==> config.mk <==
export PLATFORM = sky130hd
export DESIGN_NAME = coin_acceptor_flat
export DESIGN_NICKNAME = d
export VERILOG_FILES = /design/src/rtl/coin_pkg.sv /design/src/rtl/coin_acceptor_if.sv /design/src/rtl/coin_debounce.sv /design/src/rtl/coin_acceptor.sv /design/src/flat_wrapper.sv
export SDC_FILE = /design/constraint.sdc
export NUM_CORES = 1
export LEC_CHECK = 0
export CORE_MARGIN = 3
export CORE_UTILIZATION = 33
export CTS_CLUSTER_SIZE = 14
export DETAILED_ROUTE_END_ITERATION = 10
export PLACE_DENSITY = 0.57
export SKIP_CTS_REPAIR_TIMING = 1
export SLEW_MARGIN = 20
export SYNTH_ARGS = -nofsm -noshare
export SYNTH_HDL_FRONTEND = slang
export SYNTH_SLANG_ARGS = --single-unit
==> constraint.sdc <==
create_clock -name clock -period 5.2 [get_ports clock]
set_input_delay 0.78 -clock clock [delete_from_list [all_inputs] [get_ports clock]]
set_output_delay 0.78 -clock clock [all_outputs]
set_load 0.03 [all_outputs]
==> src/rtl/coin_pkg.sv <==
// coin_pkg: shared coin codes, emitter states and credit constants for the
// coin acceptor front end. The helper below is used by the optional running
// total (COIN_ACCEPTOR_TOTAL_EN).
package coin_pkg;

    typedef enum logic [0:0] {
        COIN_NICKEL = 1'b0,
        COIN_DIME   = 1'b1
    } coin_t;

    typedef enum logic [1:0] {
        IDLE  = 2'd0,
        PULSE = 2'd1,
        GAP   = 2'd2
    } emit_state_t;

    localparam logic [7:0] NICKEL_CENTS = 8'd5;
    localparam logic [7:0] DIME_CENTS   = 8'd10;
    localparam logic [7:0] TOTAL_MAX    = 8'd255;

    // Saturating 8-bit add: clamps at TOTAL_MAX instead of wrapping.
    function automatic logic [7:0] sat_add8(input logic [7:0] a, input logic [7:0] b);
        logic [8:0] sum;
        sum = {1'b0, a} + {1'b0, b};
        if (sum[8]) begin
            return TOTAL_MAX;
        end else begin
            return sum[7:0];
        end
    endfunction

endpackage

==> src/rtl/coin_acceptor_if.sv <==
// coin_acceptor_if: sensor, back-pressure and strobe signals of the coin
// acceptor. The slave modport is the acceptor itself, the master modport is
// whatever drives the sensors and consumes the strobes.
// Optional macro COIN_ACCEPTOR_TOTAL_EN adds clear_total / credit_total.
interface coin_acceptor_if #(
    parameter int FIFO_DEPTH = 4
);
    localparam int CW = $clog2(FIFO_DEPTH + 1);

    logic          nickel_sense;
    logic          dime_sense;
    logic          hold;
    logic          nickel_in;
    logic          dime_in;
    logic          coin_reject;
    logic [CW-1:0] fifo_count;
    logic          busy;
`ifdef COIN_ACCEPTOR_TOTAL_EN
    logic          clear_total;
    logic [7:0]    credit_total;
`endif

`ifdef COIN_ACCEPTOR_TOTAL_EN
    modport master (
        output nickel_sense, dime_sense, hold, clear_total,
        input  nickel_in, dime_in, coin_reject, fifo_count, busy, credit_total
    );
    modport slave (
        input  nickel_sense, dime_sense, hold, clear_total,
        output nickel_in, dime_in, coin_reject, fifo_count, busy, credit_total
    );
`else
    modport master (
        output nickel_sense, dime_sense, hold,
        input  nickel_in, dime_in, coin_reject, fifo_count, busy
    );
    modport slave (
        input  nickel_sense, dime_sense, hold,
        output nickel_in, dime_in, coin_reject, fifo_count, busy
    );
`endif

endinterface

==> src/rtl/coin_debounce.sv <==
// coin_debounce: two-flop synchroniser, symmetric debounce counter and a
// registered one-cycle pulse on each debounced 0->1 transition (one per coin).
module coin_debounce
    import coin_pkg::*;
#(
    parameter int DEBOUNCE_CYCLES = 4
) (
    input  logic clock,
    input  logic reset_n,
    input  logic sense,
    output logic level,
    output logic rise_pulse
);
    localparam int            CW       = (DEBOUNCE_CYCLES > 1) ? $clog2(DEBOUNCE_CYCLES) : 1;
    localparam logic [CW-1:0] CNT_LAST = CW'(DEBOUNCE_CYCLES - 1);
    localparam logic [CW-1:0] CNT_ONE  = CW'(1);

    logic          meta_r;
    logic          sync_r;
    logic          level_r;
    logic          rise_r;
    logic [CW-1:0] cnt_r;
    logic          flip_s;

    // Bring the asynchronous sensor level into the clock domain.
    always_ff @(posedge clock or negedge reset_n) begin
        if (!reset_n) begin
            meta_r <= 1'b0;
            sync_r <= 1'b0;
        end else begin
            meta_r <= sense;
            sync_r <= meta_r;
        end
    end

    // The level flips on the Nth consecutive sample that disagrees with it.
    always_comb begin
        flip_s = 1'b0;
        if ((sync_r != level_r) && (cnt_r == CNT_LAST)) begin
            flip_s = 1'b1;
        end else begin
            flip_s = 1'b0;
        end
    end

    // Count consecutive disagreeing samples; any agreeing sample restarts it.
    always_ff @(posedge clock or negedge reset_n) begin
        if (!reset_n) begin
            cnt_r <= '0;
        end else if ((sync_r == level_r) || flip_s) begin
            cnt_r <= '0;
        end else begin
            cnt_r <= cnt_r + CNT_ONE;
        end
    end

    // Debounced level and its rising-edge pulse.
    always_ff @(posedge clock or negedge reset_n) begin
        if (!reset_n) begin
            level_r <= 1'b0;
            rise_r  <= 1'b0;
        end else if (flip_s) begin
            level_r <= sync_r;
            rise_r  <= sync_r;
        end else begin
            level_r <= level_r;
            rise_r  <= 1'b0;
        end
    end

    assign level      = level_r;
    assign rise_pulse = rise_r;

endmodule

==> src/rtl/coin_acceptor.sv <==
// coin_acceptor: debounces the nickel/dime sensors, classifies each coin,
// queues it and replays it downstream as a spaced one-cycle strobe with
// hold back-pressure. Conflicting or overflowing coins are rejected.
// Optional macro COIN_ACCEPTOR_TOTAL_EN adds a saturating cents counter
// (credit_total) with a clear input (clear_total).
module coin_acceptor
    import coin_pkg::*;
#(
    parameter int DEBOUNCE_CYCLES = 4,
    parameter int FIFO_DEPTH      = 4,
    parameter int GAP_CYCLES      = 1
) (
    input  logic           clock,
    input  logic           reset_n,
    coin_acceptor_if.slave bus
);
    localparam int            AW       = $clog2(FIFO_DEPTH);
    localparam int            CW       = $clog2(FIFO_DEPTH + 1);
    localparam int            GW       = (GAP_CYCLES > 1) ? $clog2(GAP_CYCLES) : 1;
    localparam logic [CW-1:0] DEPTH_C  = CW'(FIFO_DEPTH);
    localparam logic [CW-1:0] CNT_ONE  = CW'(1);
    localparam logic [AW-1:0] PTR_ONE  = AW'(1);
    localparam logic [GW-1:0] GAP_ONE  = GW'(1);
    localparam logic [GW-1:0] GAP_LAST = GW'((GAP_CYCLES > 0) ? (GAP_CYCLES - 1) : 0);

    logic          n_level_s;
    logic          n_rise_s;
    logic          d_level_s;
    logic          d_rise_s;

    logic          push_req_s;
    coin_t         push_coin_s;
    logic          conflict_s;
    logic          accept_s;
    logic          reject_s;
    logic          full_s;
    logic          empty_s;
    logic          pop_s;
    coin_t         head_s;
    logic [CW-1:0] count_nxt_s;

    coin_t         mem_r [FIFO_DEPTH];
    logic [AW-1:0] wr_ptr_r;
    logic [AW-1:0] rd_ptr_r;
    logic [CW-1:0] count_r;

    emit_state_t   state_r;
    emit_state_t   next_state_s;
    logic [GW-1:0] gap_cnt_r;
    logic          nickel_nxt_s;
    logic          dime_nxt_s;

    logic          nickel_r;
    logic          dime_r;
    logic          reject_r;
    logic          busy_r;

    coin_debounce #(.DEBOUNCE_CYCLES(DEBOUNCE_CYCLES)) u_nickel_db (
        .clock      (clock),
        .reset_n    (reset_n),
        .sense      (bus.nickel_sense),
        .level      (n_level_s),
        .rise_pulse (n_rise_s)
    );

    coin_debounce #(.DEBOUNCE_CYCLES(DEBOUNCE_CYCLES)) u_dime_db (
        .clock      (clock),
        .reset_n    (reset_n),
        .sense      (bus.dime_sense),
        .level      (d_level_s),
        .rise_pulse (d_rise_s)
    );

    // Classify a coin event; any overlap between the two channels is a conflict.
    always_comb begin
        push_req_s  = 1'b0;
        push_coin_s = COIN_NICKEL;
        conflict_s  = 1'b0;
        if (n_rise_s && !d_rise_s && !d_level_s) begin
            push_req_s  = 1'b1;
            push_coin_s = COIN_NICKEL;
        end else if (d_rise_s && !n_rise_s && !n_level_s) begin
            push_req_s  = 1'b1;
            push_coin_s = COIN_DIME;
        end else if (n_rise_s || d_rise_s) begin
            conflict_s = 1'b1;
        end else begin
            conflict_s = 1'b0;
        end
    end

    assign empty_s = (count_r == '0);
    assign full_s  = (count_r == DEPTH_C);
    assign head_s  = mem_r[rd_ptr_r];

    // Accept a push unless full; a same-cycle pop frees the slot it needs.
    always_comb begin
        accept_s    = push_req_s && (!full_s || pop_s);
        reject_s    = conflict_s || (push_req_s && !accept_s);
        count_nxt_s = count_r;
        case ({accept_s, pop_s})
            2'b10:   count_nxt_s = count_r + CNT_ONE;
            2'b01:   count_nxt_s = count_r - CNT_ONE;
            default: count_nxt_s = count_r;
        endcase
    end

    // Coin queue storage and pointers.
    always_ff @(posedge clock or negedge reset_n) begin
        if (!reset_n) begin
            for (int i = 0; i < FIFO_DEPTH; i++) begin
                mem_r[i] <= COIN_NICKEL;
            end
            wr_ptr_r <= '0;
            rd_ptr_r <= '0;
            count_r  <= '0;
        end else begin
            if (accept_s) begin
                mem_r[wr_ptr_r] <= push_coin_s;
                wr_ptr_r        <= wr_ptr_r + PTR_ONE;
            end else begin
                wr_ptr_r <= wr_ptr_r;
            end
            if (pop_s) begin
                rd_ptr_r <= rd_ptr_r + PTR_ONE;
            end else begin
                rd_ptr_r <= rd_ptr_r;
            end
            count_r <= count_nxt_s;
        end
    end

    // Emitter state register.
    always_ff @(posedge clock or negedge reset_n) begin
        if (!reset_n) begin
            state_r <= IDLE;
        end else begin
            state_r <= next_state_s;
        end
    end

    // Emitter next state: hold only matters in IDLE, a started strobe always completes.
    always_comb begin
        next_state_s = state_r;
        case (state_r)
            IDLE: begin
                if (!empty_s && !bus.hold) begin
                    next_state_s = PULSE;
                end else begin
                    next_state_s = IDLE;
                end
            end
            PULSE: begin
                if (GAP_CYCLES > 0) begin
                    next_state_s = GAP;
                end else begin
                    next_state_s = IDLE;
                end
            end
            GAP: begin
                if (gap_cnt_r == GAP_LAST) begin
                    next_state_s = IDLE;
                end else begin
                    next_state_s = GAP;
                end
            end
            default: next_state_s = IDLE;
        endcase
    end

    // Emitter outputs: pop the head on leaving IDLE and stage its strobe.
    always_comb begin
        pop_s        = 1'b0;
        nickel_nxt_s = 1'b0;
        dime_nxt_s   = 1'b0;
        if ((state_r == IDLE) && (next_state_s == PULSE)) begin
            pop_s        = 1'b1;
            nickel_nxt_s = (head_s == COIN_NICKEL);
            dime_nxt_s   = (head_s == COIN_DIME);
        end else begin
            pop_s = 1'b0;
        end
    end

    // Idle-gap counter, restarted every time a strobe is issued.
    always_ff @(posedge clock or negedge reset_n) begin
        if (!reset_n) begin
            gap_cnt_r <= '0;
        end else if (state_r == GAP) begin
            gap_cnt_r <= gap_cnt_r + GAP_ONE;
        end else begin
            gap_cnt_r <= '0;
        end
    end

    // Flop every outward-facing status so nothing downstream sees a glitch.
    always_ff @(posedge clock or negedge reset_n) begin
        if (!reset_n) begin
            nickel_r <= 1'b0;
            dime_r   <= 1'b0;
            reject_r <= 1'b0;
            busy_r   <= 1'b0;
        end else begin
            nickel_r <= nickel_nxt_s;
            dime_r   <= dime_nxt_s;
            reject_r <= reject_s;
            busy_r   <= (count_nxt_s != '0) || (next_state_s != IDLE);
        end
    end

    assign bus.nickel_in   = nickel_r;
    assign bus.dime_in     = dime_r;
    assign bus.coin_reject = reject_r;
    assign bus.fifo_count  = count_r;
    assign bus.busy        = busy_r;

`ifdef COIN_ACCEPTOR_TOTAL_EN
    logic [7:0] total_r;

    // Running cents total of emitted coins; clear wins over a same-cycle add.
    always_ff @(posedge clock or negedge reset_n) begin
        if (!reset_n) begin
            total_r <= 8'd0;
        end else if (bus.clear_total) begin
            total_r <= 8'd0;
        end else if (nickel_r) begin
            total_r <= sat_add8(total_r, NICKEL_CENTS);
        end else if (dime_r) begin
            total_r <= sat_add8(total_r, DIME_CENTS);
        end else begin
            total_r <= total_r;
        end
    end

    assign bus.credit_total = total_r;
`endif

endmodule

==> src/flat_wrapper.sv <==
// flat-port wrapper written by rule: the top's interface ports become plain ports
module coin_acceptor_flat import coin_pkg::*;
#(
    parameter int DEBOUNCE_CYCLES = 4,
    parameter int FIFO_DEPTH      = 4,
    parameter int GAP_CYCLES      = 1
)
  (clock, reset_n, bus_nickel_sense, bus_dime_sense, bus_hold, bus_nickel_in, bus_dime_in, bus_coin_reject, bus_fifo_count, bus_busy);
  coin_acceptor_if #(.FIFO_DEPTH(FIFO_DEPTH)) bus_i ();
  input  logic clock;
  input  logic reset_n;
  input wire logic [$bits(bus_i.nickel_sense)-1:0] bus_nickel_sense;
  input wire logic [$bits(bus_i.dime_sense)-1:0] bus_dime_sense;
  input wire logic [$bits(bus_i.hold)-1:0] bus_hold;
  output wire logic [$bits(bus_i.nickel_in)-1:0] bus_nickel_in;
  output wire logic [$bits(bus_i.dime_in)-1:0] bus_dime_in;
  output wire logic [$bits(bus_i.coin_reject)-1:0] bus_coin_reject;
  output wire logic [$bits(bus_i.fifo_count)-1:0] bus_fifo_count;
  output wire logic [$bits(bus_i.busy)-1:0] bus_busy;
  assign bus_i.nickel_sense = bus_nickel_sense;
  assign bus_i.dime_sense = bus_dime_sense;
  assign bus_i.hold = bus_hold;
  assign bus_nickel_in = bus_i.nickel_in;
  assign bus_dime_in = bus_i.dime_in;
  assign bus_coin_reject = bus_i.coin_reject;
  assign bus_fifo_count = bus_i.fifo_count;
  assign bus_busy = bus_i.busy;
  coin_acceptor #(.DEBOUNCE_CYCLES(DEBOUNCE_CYCLES), .FIFO_DEPTH(FIFO_DEPTH), .GAP_CYCLES(GAP_CYCLES)) u_core (.clock(clock), .reset_n(reset_n), .bus(bus_i));
endmodule
==> impl_metrics.py <==
metrics = {
    "logic_synthesis": {
        "synthArstFlopShare_pct": 100,
        "synth.area.top_cells": "dfrtp_1 57%, ha_1 6.7%, xnor2_1 3.3%",
        "synth_edf_count": 0,
        "synthesis.nets": 114,
        "ys_seq_area_share_pct": 57.3,
        "ys_seq_elements": 30,
        "netlist_instances": 101,
        "synth_flop_cell": "dfrtp_1",
        "synth_top_area_share_pct": 57.3,
        "post_synth.cell_area_avg_um2": 13.0,
        "synth.largest_area_cell": "dfrtp_1",
        "synth_area_um2": 1310,
        "yosysWarnings": 0,
        "ys_types": 32,
    },
    "worst_setup_path": {
        "critPathTopFamily": "adder cells",
        "cp-start-kind": "input pin",
        "r2r_setup_slack_ns": 2.62,
        "critPathMaxFanout": 12,
        "crit_type": "input pin to flip-flop",
        "critPathSlowestCell": "fa_1",
        "reg2reg_to": "u_core.bus.busy",
        "timing.rr.start": "u_core.bus.fifo_count[0]",
        "r2r_cells": 8,
        "cp_num_buf_inv": 3,
        "crit_chain": "clkdlybuf4s50_1 -> nor3_1 -> buf_4 -> o22ai_2 -> ha_1 -> inv_1 -> fa_1 -> nand2b_1 -> a221oi_1 -> nand4b_1",
        "critPathMaxStageDelay_ns": 0.48,
        "critPathCaptureType": "flip-flop",
        "arrival_ns": 2.94,
        "worstPathRequired_ns": 5.34,
    },
    "clock_network": {
        "cts-buffers-inserted": 5,
        "cts-root-buf": "clkbuf_8",
        "clk_latency_ns": 0.27,
        "clockBufferDepth": 2,
        "clk_pin_slew_ns": 0.06,
        "cts_tree": "yes",
        "htree_levels": 2,
        "cts_sinks": 30,
    },
    "power": {
        "p_per_area_nw_per_um2": 572,
        "power_switching_uw": 312,
        "internal_power_uw": 582,
        "irDropWorstVdd_uv": 157,
        "p_leak_uw": 0.000704,
        "switching_share_pct": 34.9,
        "power_frac_seq_pct": 42.4,
        "p_comb_share_pct": 38.0,
        "p_clk_share_pct": 19.6,
    },
    "sta": {
        "fin_setup_tns_ns": 0,
        "slew_violations": 0,
        "worst-slew-pin-transition_ns": 0.404,
        "period_needed_ns": 2.79,
        "rsz0062_at_grt": "no",
        "max_freq_ghz": 0.358,
        "setup_violations": 0,
        "relSlewSlack_pct": 72.9,
        "finalHoldViolCount": 0,
        "finClkSkew_ns": 0.00468,
        "finalCritPeriodShare_pct": 53.7,
    },
    "die": {
        "num_io_pins": 12,
        "core_um2": 3740,
        "die_w_um": 69.0,
        "die_h_um": 69.0,
        "num_rows": 22,
        "start_util_pct": 35.0,
        "dieArea_um2": 4770,
    },
    "outcome": {
        "status": "finished clean",
    },
    "min_path": {
        "min_path_type": "flip-flop to flip-flop",
        "whs_path_depth": 0,
        "whs_endpoint": "u_core.u_dime_db.sync_r",
        "hold_start": "u_core.u_dime_db.meta_r",
    },
    "grt": {
        "grt_max_degree": 31,
        "grt_pass1_wl_um": 3690,
        "antenna_found_initial": 0,
        "grt_pass1_vias": 815,
        "grt_overflow": 0,
        "grt.total_usage_pct": 10.1,
    },
    "placed_design": {
        "place_congestion": 0.699,
        "placed_cells": 160,
        "post-dp-hpwl_um": 1450,
        "port_buffers": 11,
    },
    "layout": {
        "final_nets": 132,
        "area_growth_pct": 19.2,
        "final_cells": 166,
        "fillers": 374,
        "antennaDiodeCount": 0,
        "drive_above_1_share_pct": 11.9,
    },
    "drt": {
        "first_pass_iters": 4,
        "vias": 764,
        "drt-initial-drc-count": 28,
        "ant_nets": 0,
        "via_per_inst": 4.60,
        "drt-total-wl_um": 1980,
        "avgRoutedWirePerCell_um": 11.9,
        "drc": 0,
    },
    "run": {
        "maxCapViolCount": 0,
    },
}
[worst max path at each step]
stage | endpoint | slack (ns) | cells after the start | start
2_1_floorplan | u_core.bus.busy | 2.57 | 9 | bus_hold
3_3_place_gp | u_core.bus.busy | 2.18 | 10 | bus_hold
3_5_place_dp | u_core.bus.busy | 2.11 | 10 | bus_hold
4_1_cts | u_core.bus.busy | 2.39 | 10 | bus_hold
5_1_grt | u_core.bus.busy | 2.26 | 10 | bus_hold
6_report | u_core.bus.busy | 2.41 | 10 | bus_hold
[worst register-to-register path, cell delays in order (launching register included)]
cell and delay, ns:
dfrtp_1 0.42, or3b_1 0.52, o22ai_2 0.28, ha_1 0.24, inv_1 0.06, fa_1 0.48
nand2b_1 0.07, a221oi_1 0.26, nand4b_1 0.12
[routing by layer]
metal | part of all wire, % | track usage, % | vias to the layer above
li1 | - | - | 383
met1 | 46 | 11.3 | 365
met2 | 47 | 15.7 | 10
met3 | 4.7 | 5.10 | 6
met4 | 2.4 | 5.21 | 0
met5 | 0 | 0 | -
[state kept, by name, indices dropped and copies added, names as in the netlist, 2 cells and up]
name and flops:
u_core.rd_ptr_r 2, u_core.u_dime_db.cnt_r 2, u_core.mem_r 4, u_core.state_r 2, u_core.wr_ptr_r 2, u_core.u_nickel_db.cnt_r 2, u_core.bus.fifo_count 3
[Yosys cell counts (2+ instances only)]
master	number
nor2_1	3
xor2_1	2
ha_1	7
o211ai_1	4
nor3b_2	2
xnor2_1	5
o21ai_0	3
nand2_1	3
nor3_1	3
nand2b_1	2
a32o_1	4
nor2b_1	4
nor3b_1	2
inv_1	7
and2_1	3
dfrtp_1	30
or3_1	2
[cell usage in the layout, fill, tap and decap left out, drive strengths merged, types with 3 or more instances in the layout]
cell type,count
a32o,4
and2,3
clkbuf,6
clkdlybuf4s50,11
dfrtp,30
ha,7
inv,7
nand2,3
nor2,3
nor2b,4
nor3,3
nor3b,4
o211ai,4
o21ai,3
xnor2,5
[cell type report]
type | instances | area (um^2) | area share [%]
well taps | 48 | 60.1 | 3.84
flip-flops and latches | 30 | 751 | 48.0
inverters | 7 | 26.3 | 1.68
repair buffers | 13 | 125 | 8.01
multi-input cells | 62 | 518 | 33.1
clock buffers | 6 | 82.6 | 5.28
[per-stage QoR]
stage / cell area (um^2) / hold WS (ns) / setup WS (ns) / util (%) / total power [uW]
2_1_floorplan: 1310 / 0.331 / 2.57 / - / 619
3_3_place_gp: 1480 / 0.334 / 2.18 / 39.5 / 712
4_1_cts: 1560 / 0.351 / 2.39 / 41.7 / 910
5_1_grt: 1560 / 0.369 / 2.26 / 41.7 / 971
3_5_place_dp: 1480 / 0.338 / 2.11 / 39.5 / 725
6_report: 1560 / 0.349 / 2.41 / 41.7 / 895
[power by group through the flow]
stage          logic (uW)  clock network [uW]  registers [uW]
4_1_cts               346                 184             380
5_1_grt               382                 199             390
3_5_place_dp          341                   0             384
6_report              340                 176             379
3_3_place_gp          334                   0             379
2_1_floorplan         206                   0             413
[cell families after synthesis]
logic type	after synthesis	synth area share [%]
AO/OA/AOI/OAI	16	9.73
XOR/XNOR	7	4.68
adder cells (fa/ha/maj)	8	8.21
buffers and inverters	9	3.24
flip-flops	30	57.3
multiplexers	2	2.86
AND/OR/NAND/NOR	29	14.0
Power figures use the tool's default switching activity.
